--- src/rtl/coin_scheduler_if.sv ---
// Control/tick inputs and slot/score outputs of the coin scheduler.
// The master side drives game control and ticks; the slave side is the scheduler.
interface coin_scheduler_if #(
  parameter int unsigned RND_W = 20
);
  logic             start;
  logic             pause;
  logic             game_over;
  logic             spawn_tick;
  logic             fall_tick;
  logic [RND_W-1:0] rnd;
  logic [1:0]       player_lane;
  logic [5:0]       coin_lane;
  logic [29:0]      coin_x;
  logic [26:0]      coin_y;
  logic             collect;
  logic [7:0]       coin_count;
  logic [1:0]       state;

  modport master (
    output start, pause, game_over, spawn_tick, fall_tick, rnd, player_lane,
    input  coin_lane, coin_x, coin_y, collect, coin_count, state
  );

  modport slave (
    input  start, pause, game_over, spawn_tick, fall_tick, rnd, player_lane,
    output coin_lane, coin_x, coin_y, collect, coin_count, state
  );
endinterface

--- src/rtl/coin_scheduler.sv ---
// Three-slot coin scheduler: spawn, fall, retire and pickup of lane coins,
// driven by spawn/fall tick enables, plus the saturating collected-coin counter.
module coin_scheduler #(
  parameter int unsigned RND_W     = 20,
  parameter int unsigned LANE_SPAN = 100000,
  parameter int unsigned LANE1_X   = 175,
  parameter int unsigned LANE2_X   = 295,
  parameter int unsigned LANE3_X   = 415,
  parameter int unsigned Y_BOTTOM  = 480,
  parameter int unsigned PLAYER_Y  = 400,
  parameter int unsigned HIT_WIN   = 16,
  parameter int unsigned MIN_GAP   = 40
) (
  input logic             clk,
  input logic             rst,
  coin_scheduler_if.slave bus
);
  localparam int unsigned NSLOT  = 3;
  localparam int unsigned LANE_W = 2;
  localparam int unsigned X_W    = 10;
  localparam int unsigned Y_W    = 9;
  localparam int unsigned CNT_W  = 8;

  typedef enum logic [1:0] {IDLE = 2'd0, RUN = 2'd1, FREEZE = 2'd2} state_e;

  state_e            state_q, state_d;
  logic [LANE_W-1:0] lane_q [NSLOT];
  logic [LANE_W-1:0] lane_d [NSLOT];
  logic [X_W-1:0]    x_q    [NSLOT];
  logic [X_W-1:0]    x_d    [NSLOT];
  logic [Y_W-1:0]    y_q    [NSLOT];
  logic [Y_W-1:0]    y_d    [NSLOT];
  logic              collect_q, collect_d;
  logic [CNT_W-1:0]  count_q, count_d;

  logic [RND_W-1:0]  rnd_s;
  logic [LANE_W-1:0] spawn_lane;
  logic [Y_W-1:0]    y_inc  [NSLOT];
  logic [NSLOT-1:0]  active, retire, pickup, crowd;
  logic [1:0]        pickup_cnt;
  logic              free_ok;
  logic [1:0]        free_idx;
  logic              spawn_ok;
  logic [CNT_W:0]    count_sum;

  assign rnd_s = bus.rnd;

  function automatic logic [X_W-1:0] lane_x(input logic [LANE_W-1:0] l);
    case (l)
      2'd1:    return X_W'(LANE1_X);
      2'd2:    return X_W'(LANE2_X);
      2'd3:    return X_W'(LANE3_X);
      default: return '0;
    endcase
  endfunction

  // Lane decode of the random sample; out-of-range values spawn nothing.
  always_comb begin
    if (32'(rnd_s) < LANE_SPAN)          spawn_lane = 2'd1;
    else if (32'(rnd_s) < 2 * LANE_SPAN) spawn_lane = 2'd2;
    else if (32'(rnd_s) < 3 * LANE_SPAN) spawn_lane = 2'd3;
    else                                 spawn_lane = 2'd0;
  end

  // Per-slot fall outcome and spawn eligibility, all from pre-edge slot contents.
  always_comb begin
    pickup_cnt = '0;
    free_ok    = 1'b0;
    free_idx   = '0;
    for (int i = 0; i < NSLOT; i++) begin
      y_inc[i]  = y_q[i] + Y_W'(1);
      active[i] = (lane_q[i] != '0);
      retire[i] = active[i] && (32'(y_inc[i]) > Y_BOTTOM);
      pickup[i] = active[i] && !retire[i] && (bus.player_lane != '0) &&
                  (lane_q[i] == bus.player_lane) &&
                  (32'(y_inc[i]) >= PLAYER_Y) && (32'(y_inc[i]) < PLAYER_Y + HIT_WIN);
      crowd[i]  = active[i] && (lane_q[i] == spawn_lane) && (32'(y_q[i]) < MIN_GAP);
      pickup_cnt = pickup_cnt + 2'(pickup[i]);
    end
    // Descending scan so the lowest free index wins.
    for (int i = NSLOT - 1; i >= 0; i--) begin
      if (!active[i]) begin
        free_ok  = 1'b1;
        free_idx = 2'(i);
      end
    end
    spawn_ok  = bus.spawn_tick && (spawn_lane != '0) && free_ok && (crowd == '0);
    count_sum = {1'b0, count_q} + (CNT_W + 1)'(pickup_cnt);
  end

  // Next-state and slot/counter update.
  always_comb begin
    state_d   = state_q;
    lane_d    = lane_q;
    x_d       = x_q;
    y_d       = y_q;
    collect_d = 1'b0;
    count_d   = count_q;
    case (state_q)
      IDLE: begin
        if (bus.start) begin
          state_d = RUN;
          count_d = '0;
        end
      end
      RUN: begin
        if (bus.game_over) begin
          state_d = IDLE;
          for (int i = 0; i < NSLOT; i++) begin
            lane_d[i] = '0;
            x_d[i]    = '0;
            y_d[i]    = '0;
          end
        end else if (bus.pause) begin
          state_d = FREEZE;
        end else begin
          if (bus.fall_tick) begin
            for (int i = 0; i < NSLOT; i++) begin
              if (retire[i] || pickup[i]) begin
                lane_d[i] = '0;
                x_d[i]    = '0;
                y_d[i]    = '0;
              end else if (active[i]) begin
                y_d[i] = y_inc[i];
              end
            end
            collect_d = (pickup_cnt != '0);
            count_d   = count_sum[CNT_W] ? {CNT_W{1'b1}} : count_sum[CNT_W-1:0];
          end
          // Target slot was free before the edge, so the fall above never touched it.
          for (int i = 0; i < NSLOT; i++) begin
            if (spawn_ok && (free_idx == 2'(i))) begin
              lane_d[i] = spawn_lane;
              x_d[i]    = lane_x(spawn_lane);
              y_d[i]    = '0;
            end
          end
        end
      end
      FREEZE: begin
        if (bus.game_over) begin
          state_d = IDLE;
          for (int i = 0; i < NSLOT; i++) begin
            lane_d[i] = '0;
            x_d[i]    = '0;
            y_d[i]    = '0;
          end
        end else if (!bus.pause) begin
          state_d = RUN;
        end
      end
      default: state_d = IDLE;
    endcase
  end

  always_ff @(posedge clk or negedge rst) begin
    if (!rst) begin
      state_q   <= IDLE;
      collect_q <= 1'b0;
      count_q   <= '0;
      for (int i = 0; i < NSLOT; i++) begin
        lane_q[i] <= '0;
        x_q[i]    <= '0;
        y_q[i]    <= '0;
      end
    end else begin
      state_q   <= state_d;
      collect_q <= collect_d;
      count_q   <= count_d;
      for (int i = 0; i < NSLOT; i++) begin
        lane_q[i] <= lane_d[i];
        x_q[i]    <= x_d[i];
        y_q[i]    <= y_d[i];
      end
    end
  end

  for (genvar g = 0; g < NSLOT; g++) begin : g_pack
    assign bus.coin_lane[LANE_W*g +: LANE_W] = lane_q[g];
    assign bus.coin_x[X_W*g +: X_W]          = x_q[g];
    assign bus.coin_y[Y_W*g +: Y_W]          = y_q[g];
  end

  assign bus.collect    = collect_q;
  assign bus.coin_count = count_q;
  assign bus.state      = state_q;
endmodule

--- src/flat_wrapper.sv ---
// flat-port wrapper written by rule: the top's interface ports become plain ports
module coin_scheduler_flat 
#(
  parameter int unsigned RND_W     = 20,
  parameter int unsigned LANE_SPAN = 100000,
  parameter int unsigned LANE1_X   = 175,
  parameter int unsigned LANE2_X   = 295,
  parameter int unsigned LANE3_X   = 415,
  parameter int unsigned Y_BOTTOM  = 480,
  parameter int unsigned PLAYER_Y  = 400,
  parameter int unsigned HIT_WIN   = 16,
  parameter int unsigned MIN_GAP   = 40
)
  (clk, rst, bus_start, bus_pause, bus_game_over, bus_spawn_tick, bus_fall_tick, bus_rnd, bus_player_lane, bus_coin_lane, bus_coin_x, bus_coin_y, bus_collect, bus_coin_count, bus_state);
  coin_scheduler_if #(.RND_W(RND_W)) bus_i ();
  input logic clk;
  input logic rst;
  input wire logic [$bits(bus_i.start)-1:0] bus_start;
  input wire logic [$bits(bus_i.pause)-1:0] bus_pause;
  input wire logic [$bits(bus_i.game_over)-1:0] bus_game_over;
  input wire logic [$bits(bus_i.spawn_tick)-1:0] bus_spawn_tick;
  input wire logic [$bits(bus_i.fall_tick)-1:0] bus_fall_tick;
  input wire logic [$bits(bus_i.rnd)-1:0] bus_rnd;
  input wire logic [$bits(bus_i.player_lane)-1:0] bus_player_lane;
  output wire logic [$bits(bus_i.coin_lane)-1:0] bus_coin_lane;
  output wire logic [$bits(bus_i.coin_x)-1:0] bus_coin_x;
  output wire logic [$bits(bus_i.coin_y)-1:0] bus_coin_y;
  output wire logic [$bits(bus_i.collect)-1:0] bus_collect;
  output wire logic [$bits(bus_i.coin_count)-1:0] bus_coin_count;
  output wire logic [$bits(bus_i.state)-1:0] bus_state;
  assign bus_i.start = bus_start;
  assign bus_i.pause = bus_pause;
  assign bus_i.game_over = bus_game_over;
  assign bus_i.spawn_tick = bus_spawn_tick;
  assign bus_i.fall_tick = bus_fall_tick;
  assign bus_i.rnd = bus_rnd;
  assign bus_i.player_lane = bus_player_lane;
  assign bus_coin_lane = bus_i.coin_lane;
  assign bus_coin_x = bus_i.coin_x;
  assign bus_coin_y = bus_i.coin_y;
  assign bus_collect = bus_i.collect;
  assign bus_coin_count = bus_i.coin_count;
  assign bus_state = bus_i.state;
  coin_scheduler #(.RND_W(RND_W), .LANE_SPAN(LANE_SPAN), .LANE1_X(LANE1_X), .LANE2_X(LANE2_X), .LANE3_X(LANE3_X), .Y_BOTTOM(Y_BOTTOM), .PLAYER_Y(PLAYER_Y), .HIT_WIN(HIT_WIN), .MIN_GAP(MIN_GAP)) u_core (.clk(clk), .rst(rst), .bus(bus_i));
endmodule
--- config.mk ---
export PLATFORM = sky130hd
export DESIGN_NAME = coin_scheduler_flat
export DESIGN_NICKNAME = d
export VERILOG_FILES = /design/src/rtl/coin_scheduler_if.sv /design/src/rtl/coin_scheduler.sv /design/src/flat_wrapper.sv
export SDC_FILE = /design/constraint.sdc
export NUM_CORES = 1
export LEC_CHECK = 0
export CAP_MARGIN = 15
export CORE_MARGIN = 1
export CORE_UTILIZATION = 45
export DETAILED_ROUTE_END_ITERATION = 8
export PLACE_DENSITY = 0.76
export SLEW_MARGIN = 20
export SYNTH_ARGS = -nofsm -noshare
export SYNTH_HDL_FRONTEND = slang
export SYNTH_SLANG_ARGS = --single-unit
--- constraint.sdc ---
create_clock -name clk -period 3.3 [get_ports clk]
set_clock_uncertainty 0.05 [all_clocks]
set_input_delay 0.99 -clock clk [delete_from_list [all_inputs] [get_ports clk]]
set_output_delay 0.99 -clock clk [all_outputs]
set_load 0.02 [all_outputs]
== Yosys cells after proc, flatten, opt, wreduce, memory -nomap -nowiden ==
Cells that the tools add are included.
Storage, ports and cells
  output and inout bits: 74
  word-level logic and storage cells: 180
  memories: 0
  ROM bits: 0
  bits in writable memories: 0
  register bits after elaboration: 74
  bits in latches: 0
  bits of input ports: 29
Operators by class
  multiplexer cells: 62
  div/mod/pow operators: 0
  equal/unequal tests: 30
  reduce and logical (&&, ||, !) cells: 55
  bitwise logic cells: 0
  order comparisons: 15
  shift operators: 0
  multipliers: 0
  $add $sub $neg: 6
Operator list (number)
  30-bit 2-to-1 mux: 4
  27-bit 2-to-1 mux: 4
  9-bit 2-to-1 mux: 9
  10-bit 2-to-1 mux: 6
  30-bit case mux with 2 select lines: 1
  27-bit case mux with 2 select lines: 1
  8-bit 2-to-1 mux: 5
  5-bit AND reduction: 7
  2-bit 2-to-1 mux: 17
  1-bit logical AND: 30
  9-bit by 1-bit adder with 9-bit output, second input constant: 3
  9-bit greater-or-equal comparator, second input constant: 3
  9-bit greater-than comparator, second input constant: 3
  9-bit by 6-bit less-than comparator with 1-bit output, second input constant: 3
  9-bit less-than comparator, second input constant: 3
  9-bit case mux with 3 select lines: 1
  6-bit 2-to-1 mux: 4
  20-bit by 17-bit less-than comparator with 1-bit output, second input constant: 1
  20-bit by 18-bit less-than comparator with 1-bit output, second input constant: 1
  20-bit by 19-bit less-than comparator with 1-bit output, second input constant: 1
  8-bit case mux with 2 select lines: 1
  2-bit nonzero test: 8
  5-bit by 2-bit != test with 1-bit output, second input constant: 3
  2-bit == test: 6
  17 further kinds: 43

== Logic depth before layout (Yosys ltp) ==
  word-level depth: 17
  gate-level depth with buffers: 16
  depth with buffers taken out: 15

== Least setup slack after synthesis ==
Ideal clock, no wire load.
  path kind: reg2reg
  start point: register u_core.y_q (netlist bit u_core.bus.coin_y[9])
  end point: register u_core.count_q[3], in the netlist u_core.bus.coin_count[3]
  stages on the path, launching flop included: 16
  setup slack: -0.384 ns
  setup time: 0.087 ns
  data arrival time: 3.547 ns
  cell sequence: dfrtp_1 -> ha_1 -> and4_1 -> and2_1 -> buf_2 -> a32o_1 -> a32oi_1 -> nand2b_1 -> fa_1 -> inv_1 -> ha_1 -> fa_1 -> nand2_1 -> nor3_1 -> o31ai_1 -> a22oi_1
Between the ends
  word-level cells in the longest chain between the ends: 17
  elaborated cells between the ends (all ways): 19
  those cells by class: add/sub (4); order compare (3); mux (5); reduce/logical (7)
Ends and longest elaborated chain
  from (decl): line coin_scheduler.sv:31  | logic [Y_W-1:0] y_q [NSLOT];
  from (signal, indexed assignment): line coin_scheduler.sv:173  | y_q[i] <= y_d[i];
  9-bit by 1-bit adder with 9-bit output (*): line coin_scheduler.sv:71  | y_inc[i] = y_q[i] + Y_W'(1);
  9-bit greater-than comparator: line coin_scheduler.sv:73  | retire[i] = active[i] && (32'(y_inc[i]) > Y_BOTTOM);
  1-bit logical AND: line coin_scheduler.sv:73
  1-bit zero test: line coin_scheduler.sv:74  | pickup[i] = active[i] && !retire[i] && (bus.player_lane != '0) &&
  1-bit logical AND (3 in a row): line coin_scheduler.sv:74
  1-bit logical AND: line coin_scheduler.sv:75  | (lane_q[i] == bus.player_lane) &&
  1-bit logical AND (*): line coin_scheduler.sv:76  | (32'(y_inc[i]) >= PLAYER_Y) && (32'(y_inc[i]) < PLAYER_Y + HIT_WIN);
  1-bit by 1-bit adder with 2-bit output (*): line coin_scheduler.sv:78  | pickup_cnt = pickup_cnt + 2'(pickup[i]);
  2-bit by 1-bit adder with 2-bit output (*): line coin_scheduler.sv:78
  8-bit by 2-bit adder with 9-bit output (*): line coin_scheduler.sv:88  | count_sum = {1'b0, count_q} + (CNT_W + 1)'(pickup_cnt);
  8-bit 2-to-1 mux (*): line coin_scheduler.sv:128  | count_d = count_sum[CNT_W] ? {CNT_W{1'b1}} : count_sum[CNT_W-1:0];
  8-bit 2-to-1 mux (*): line coin_scheduler.sv:117  | if (bus.fall_tick) begin
  8-bit 2-to-1 mux (*): line coin_scheduler.sv:114  | end else if (bus.pause) begin
  8-bit 2-to-1 mux (*): line coin_scheduler.sv:107  | if (bus.game_over) begin
  8-bit case mux with 2 select lines (*): line coin_scheduler.sv:99  | case (state_q)
  to (signal assigned): line coin_scheduler.sv:169  | count_q <= count_d;
  to (decl): line coin_scheduler.sv:34  | logic [CNT_W-1:0] count_q, count_d;
Mark *: on every way between the ends. The rest lies on a longest branch, timed or not. The select of a mux whose other input is x is not followed.
A chain may end at the register's enable or synchronous reset.

== Worst setup path after layout ==
  start point: input port bus_player_lane[0]
  end point: register u_core.count_q[3], in the netlist u_core.bus.coin_count[3]
Between the ends
  word-level cells in the longest chain between the ends: 13
  elaborated cells between the ends (all ways): 24
  those cells by class: add/sub (3); eq/ne (3); mux (5); reduce/logical (13)
Ends and longest elaborated chain
  from (decl): line flat_wrapper.sv:24  | input wire logic [$bits(bus_i.player_lane)-1:0] bus_player_lane;
  2-bit nonzero test: line coin_scheduler.sv:74
  1-bit logical AND (2 in a row): line coin_scheduler.sv:74
  1-bit logical AND: line coin_scheduler.sv:75
  1-bit logical AND: line coin_scheduler.sv:76
  1-bit by 1-bit adder with 2-bit output: line coin_scheduler.sv:78
  2-bit by 1-bit adder with 2-bit output (*): line coin_scheduler.sv:78
  8-bit by 2-bit adder with 9-bit output (*): line coin_scheduler.sv:88
  8-bit 2-to-1 mux (*): line coin_scheduler.sv:128
  8-bit 2-to-1 mux (*): line coin_scheduler.sv:117
  8-bit 2-to-1 mux (*): line coin_scheduler.sv:114
  8-bit 2-to-1 mux (*): line coin_scheduler.sv:107
  8-bit case mux with 2 select lines (*): line coin_scheduler.sv:99
Marked as above.

==> impl_metrics.tcl <==
set metrics [dict create \
    outcome "completed" \
    fin_crit_sh_pct 99.2 \
    drtAntennaViolNets 0 \
    yosysMostFrequentCell "dfrtp_1" \
    num_rows 35 \
    grt_pass1_vias 4429 \
    setup_viol 0 \
    grt_pass1_wl_mm 21.1 \
    drt_wl_total_mm 13.1 \
    yosysTopAreaCell "dfrtp_1" \
    critical_path_class "in -> reg" \
    dp_hpwl_mm 9.25 \
    p_per_area_nw_per_um2 530 \
    h-tree-depth 2 \
    die-area_sq_um 9910 \
    ios 103 \
    tightestPinTransition_ns 0.842 \
    hold_viol 0 \
    wl_per_cell_um 16.7 \
    worstSetupStartpointType "input port" \
    via_count 4596 \
    dieWidth_um 99.5 \
    fp.dieH_um 99.5 \
    core_sq_um 9240 \
    n_fill_cell 699 \
    synth_seq_cells 56 \
    r2r_cells 14 \
    port_buffers 91 \
    place_area_sq_um 5770 \
    max_cap_violations 0 \
    floorplan.initialDensity_pct 46.3 \
    clkTransAtPathRegs_ns 0.11 \
    r2r_end "u_core.bus.coin_count[3]$_DFFE_PN0P_" \
    antenna_found_initial 0 \
    hold_depth 1 \
    drc_errors 0 \
    viasPerCell 5.85 \
    timing.rr.start "u_core.bus.coin_y[10]$_DFFE_PN0P_" \
    crit_required_ns 3.46 \
    drt-initial-drc-count 300 \
    syn_inst 503 \
    relSlewSlack_pct 43.8 \
    wl_met1_mm 5.50 \
    post-route-min-period_ns 3.27 \
    nets 702 \
    firstDrtPassIters 5 \
    ys_seq_area_share_pct 32.7 \
    slew_viol_final 0 \
    top_layer "met4" \
    synth-edff-count 0 \
    fmax_mhz 306 \
    ys.flop_type "dfrtp_1" \
    rsz0062_at_grt "yes" \
    tritoncts "yes" \
    area.growth.synth_to_final_pct 46.2 \
    grt.total_usage_pct 26.3 \
    crit_fanout 7 \
    layout-drive-gt1-share_pct 29.3 \
    met3_wirelength_um 798 \
    fin_setup_tns_ns 0 \
    worst_setup_path_end_kind "register" \
    overflow 0 \
    insertion_delay_ns 0.33 \
    hold_start "u_core.bus.coin_x[25]$_DFFE_PN0P_" \
    antennaDiodeCount 0 \
    arrival_ns 3.43 \
    p_leak_nw 2.61 \
    clockBufferDepth 2 \
    whs_endpoint "u_core.bus.coin_x[25]$_DFFE_PN0P_" \
    regArea_sq_um 1410 \
    multiInputGateArea_sq_um 2940 \
    synth_top_area_share_pct 32.7 \
    yosys_warnings 0 \
    synthArstFlopShare_pct 100 \
    place_congestion 0.899 \
    synthTopCellsByArea "dfrtp_1 33%, ha_1 4.7%, o21ai_0 3.9%" \
    r2r_setup_slack_ns 0.06 \
    syn_area_per_cell_sq_um 8.51 \
    fin_area_sq_um 6260 \
    ys_types 67 \
    peakVddDrop_v 0.000373 \
    clock_sinks 56 \
    clk_root_buffer_cell "clkbuf_8" \
    wl_met2_mm 6.49 \
    synth_common_cells "56 x dfrtp_1, 43 x nand2_1, 33 x o21ai_0, 30 x nand3_1, 30 x nor2_1" \
    min_path_type "reg -> reg" \
    grt_max_degree 27 \
    ctsHoldBuffers 0 \
    numCtsBuffers 5 \
    netlist_area_sq_um 4280 \
]
-- flip-flops by register name, indices dropped and copies added, names as in the netlist --
| register | flops |
|---|---|
| u_core.bus.collect | 1 |
| u_core.bus.coin_y | 27 |
| u_core.bus.state | 2 |
| u_core.bus.coin_x | 14 |
| u_core.bus.coin_lane | 4 |
| u_core.bus.coin_count | 8 |
-- report_power, final --
group | internal, W | total (W) | switching (W)
Sequential | 0.000786 | 0.000906 | 0.000120
Clock | 0.000153 | 0.000407 | 0.000254
Combinational | 0.000850 | 0.00200 | 0.00115
Total | 0.00179 | 0.00332 | 0.00153
-- stage by stage --
stage / cells / hold slack (ns) / total power, W / setup WS (ns) / utilization (%)
after floorplan: 508 / 0.550 / 0.00197 / -0.243 / -
after global placement: 761 / 0.443 / 0.00267 / -0.783 / 62.5
after detailed placement: 761 / 0.431 / 0.00272 / -0.854 / 62.5
after CTS: 776 / 0.466 / 0.00323 / -0.0839 / 65.1
after global routing: 785 / 0.480 / 0.00353 / -0.114 / 67.7
final: 785 / 0.465 / 0.00332 / 0.0274 / 67.7
-- worst max-delay path by stage --
stage                        from                              endpoint  cells after the start
4_1_cts        bus_player_lane[0]  u_core.bus.coin_count[5]$_DFFE_PN0P_                     13
6_report       bus_player_lane[0]  u_core.bus.coin_count[3]$_DFFE_PN0P_                     14
5_1_grt        bus_player_lane[0]  u_core.bus.coin_count[3]$_DFFE_PN0P_                     14
3_3_place_gp   bus_player_lane[0]  u_core.bus.coin_count[3]$_DFFE_PN0P_                     13
3_5_place_dp   bus_player_lane[0]  u_core.bus.coin_count[5]$_DFFE_PN0P_                     13
2_1_floorplan         bus_rnd[19]     u_core.bus.coin_x[28]$_DFFE_PN0P_                     12
-- critical path: stages --
cell and delay (ns):
buf_12 0.11, xnor2_2 0.11, a32o_1 0.18, nand4_1 0.14, nor2_1 0.13, nand2_1 0.10, fa_1 0.56, inv_2 0.06
ha_4 0.16, fa_2 0.39, nand2_4 0.11, nor3_4 0.07, o31ai_1 0.21, a22oi_1 0.11
-- placed cells by master (no fill, tap or decap), types with 5 or more instances in the layout --
cell type and n:
a21oi_1 23, nand3_1 28, a22o_1 9, nand2b_1 7, a21oi_2 5, and2_1 7
nor2_1 21, a31oi_1 5, and3_1 5, o2bb2ai_1 8, a21o_1 7, xnor2_2 5
o22ai_1 9, o31ai_1 6, dfrtp_2 6, clkdlybuf4s50_1 73, buf_6 6, buf_4 78
clkbuf_8 5, nor2_2 8, inv_1 27, conb_1 6, nand2_1 42, o21ai_0 23
clkbuf_2 5, or2_2 7, nand4_1 6, dfrtp_1 50, o21ai_1 19, nor2b_1 5
a32o_1 9, nor3_1 5, ha_1 11
-- cells by family (layout without fill, tap and decap cells) --
group / count (synthesis) / in the layout / share of synthesized area [%]
buffers and inverters: 64 / 211 / 7.63
AOI/OAI and AO/OA: 179 / 180 / 30.6
other: 1 / 6 / 0.0876
xor gates and xnor gates: 7 / 7 / 1.43
muxes: 2 / 2 / 0.468
DFF: 56 / 56 / 32.7
adders and majority gates: 18 / 18 / 5.61
and+or+nand+nor: 176 / 176 / 21.4
-- per-layer routing --
metal	track usage [%]	vias up
met2	44.7	182
met1	33.9	2217
met5	0	-
met4	8.03	0
met3	4.92	29
li1	-	2168
-- timing repair --
action,CTS,global route
hold endpoints to repair,0,0
pin swaps,30,42
endpoints found under the setup margin,53,52
gates cloned,1,0
buffers inserted,7,10
resized for setup,44,76
-- layout make-up --
class	instances	share of cell area [%]
sequential	56	22.5
tap	129	2.58
clock inverter	3	0.360
timing repair buffer	174	24.7
multi-input combinational	389	47.0
inverter	29	1.74
clock buffer	5	1.10
(Power assumes the default switching activity.)
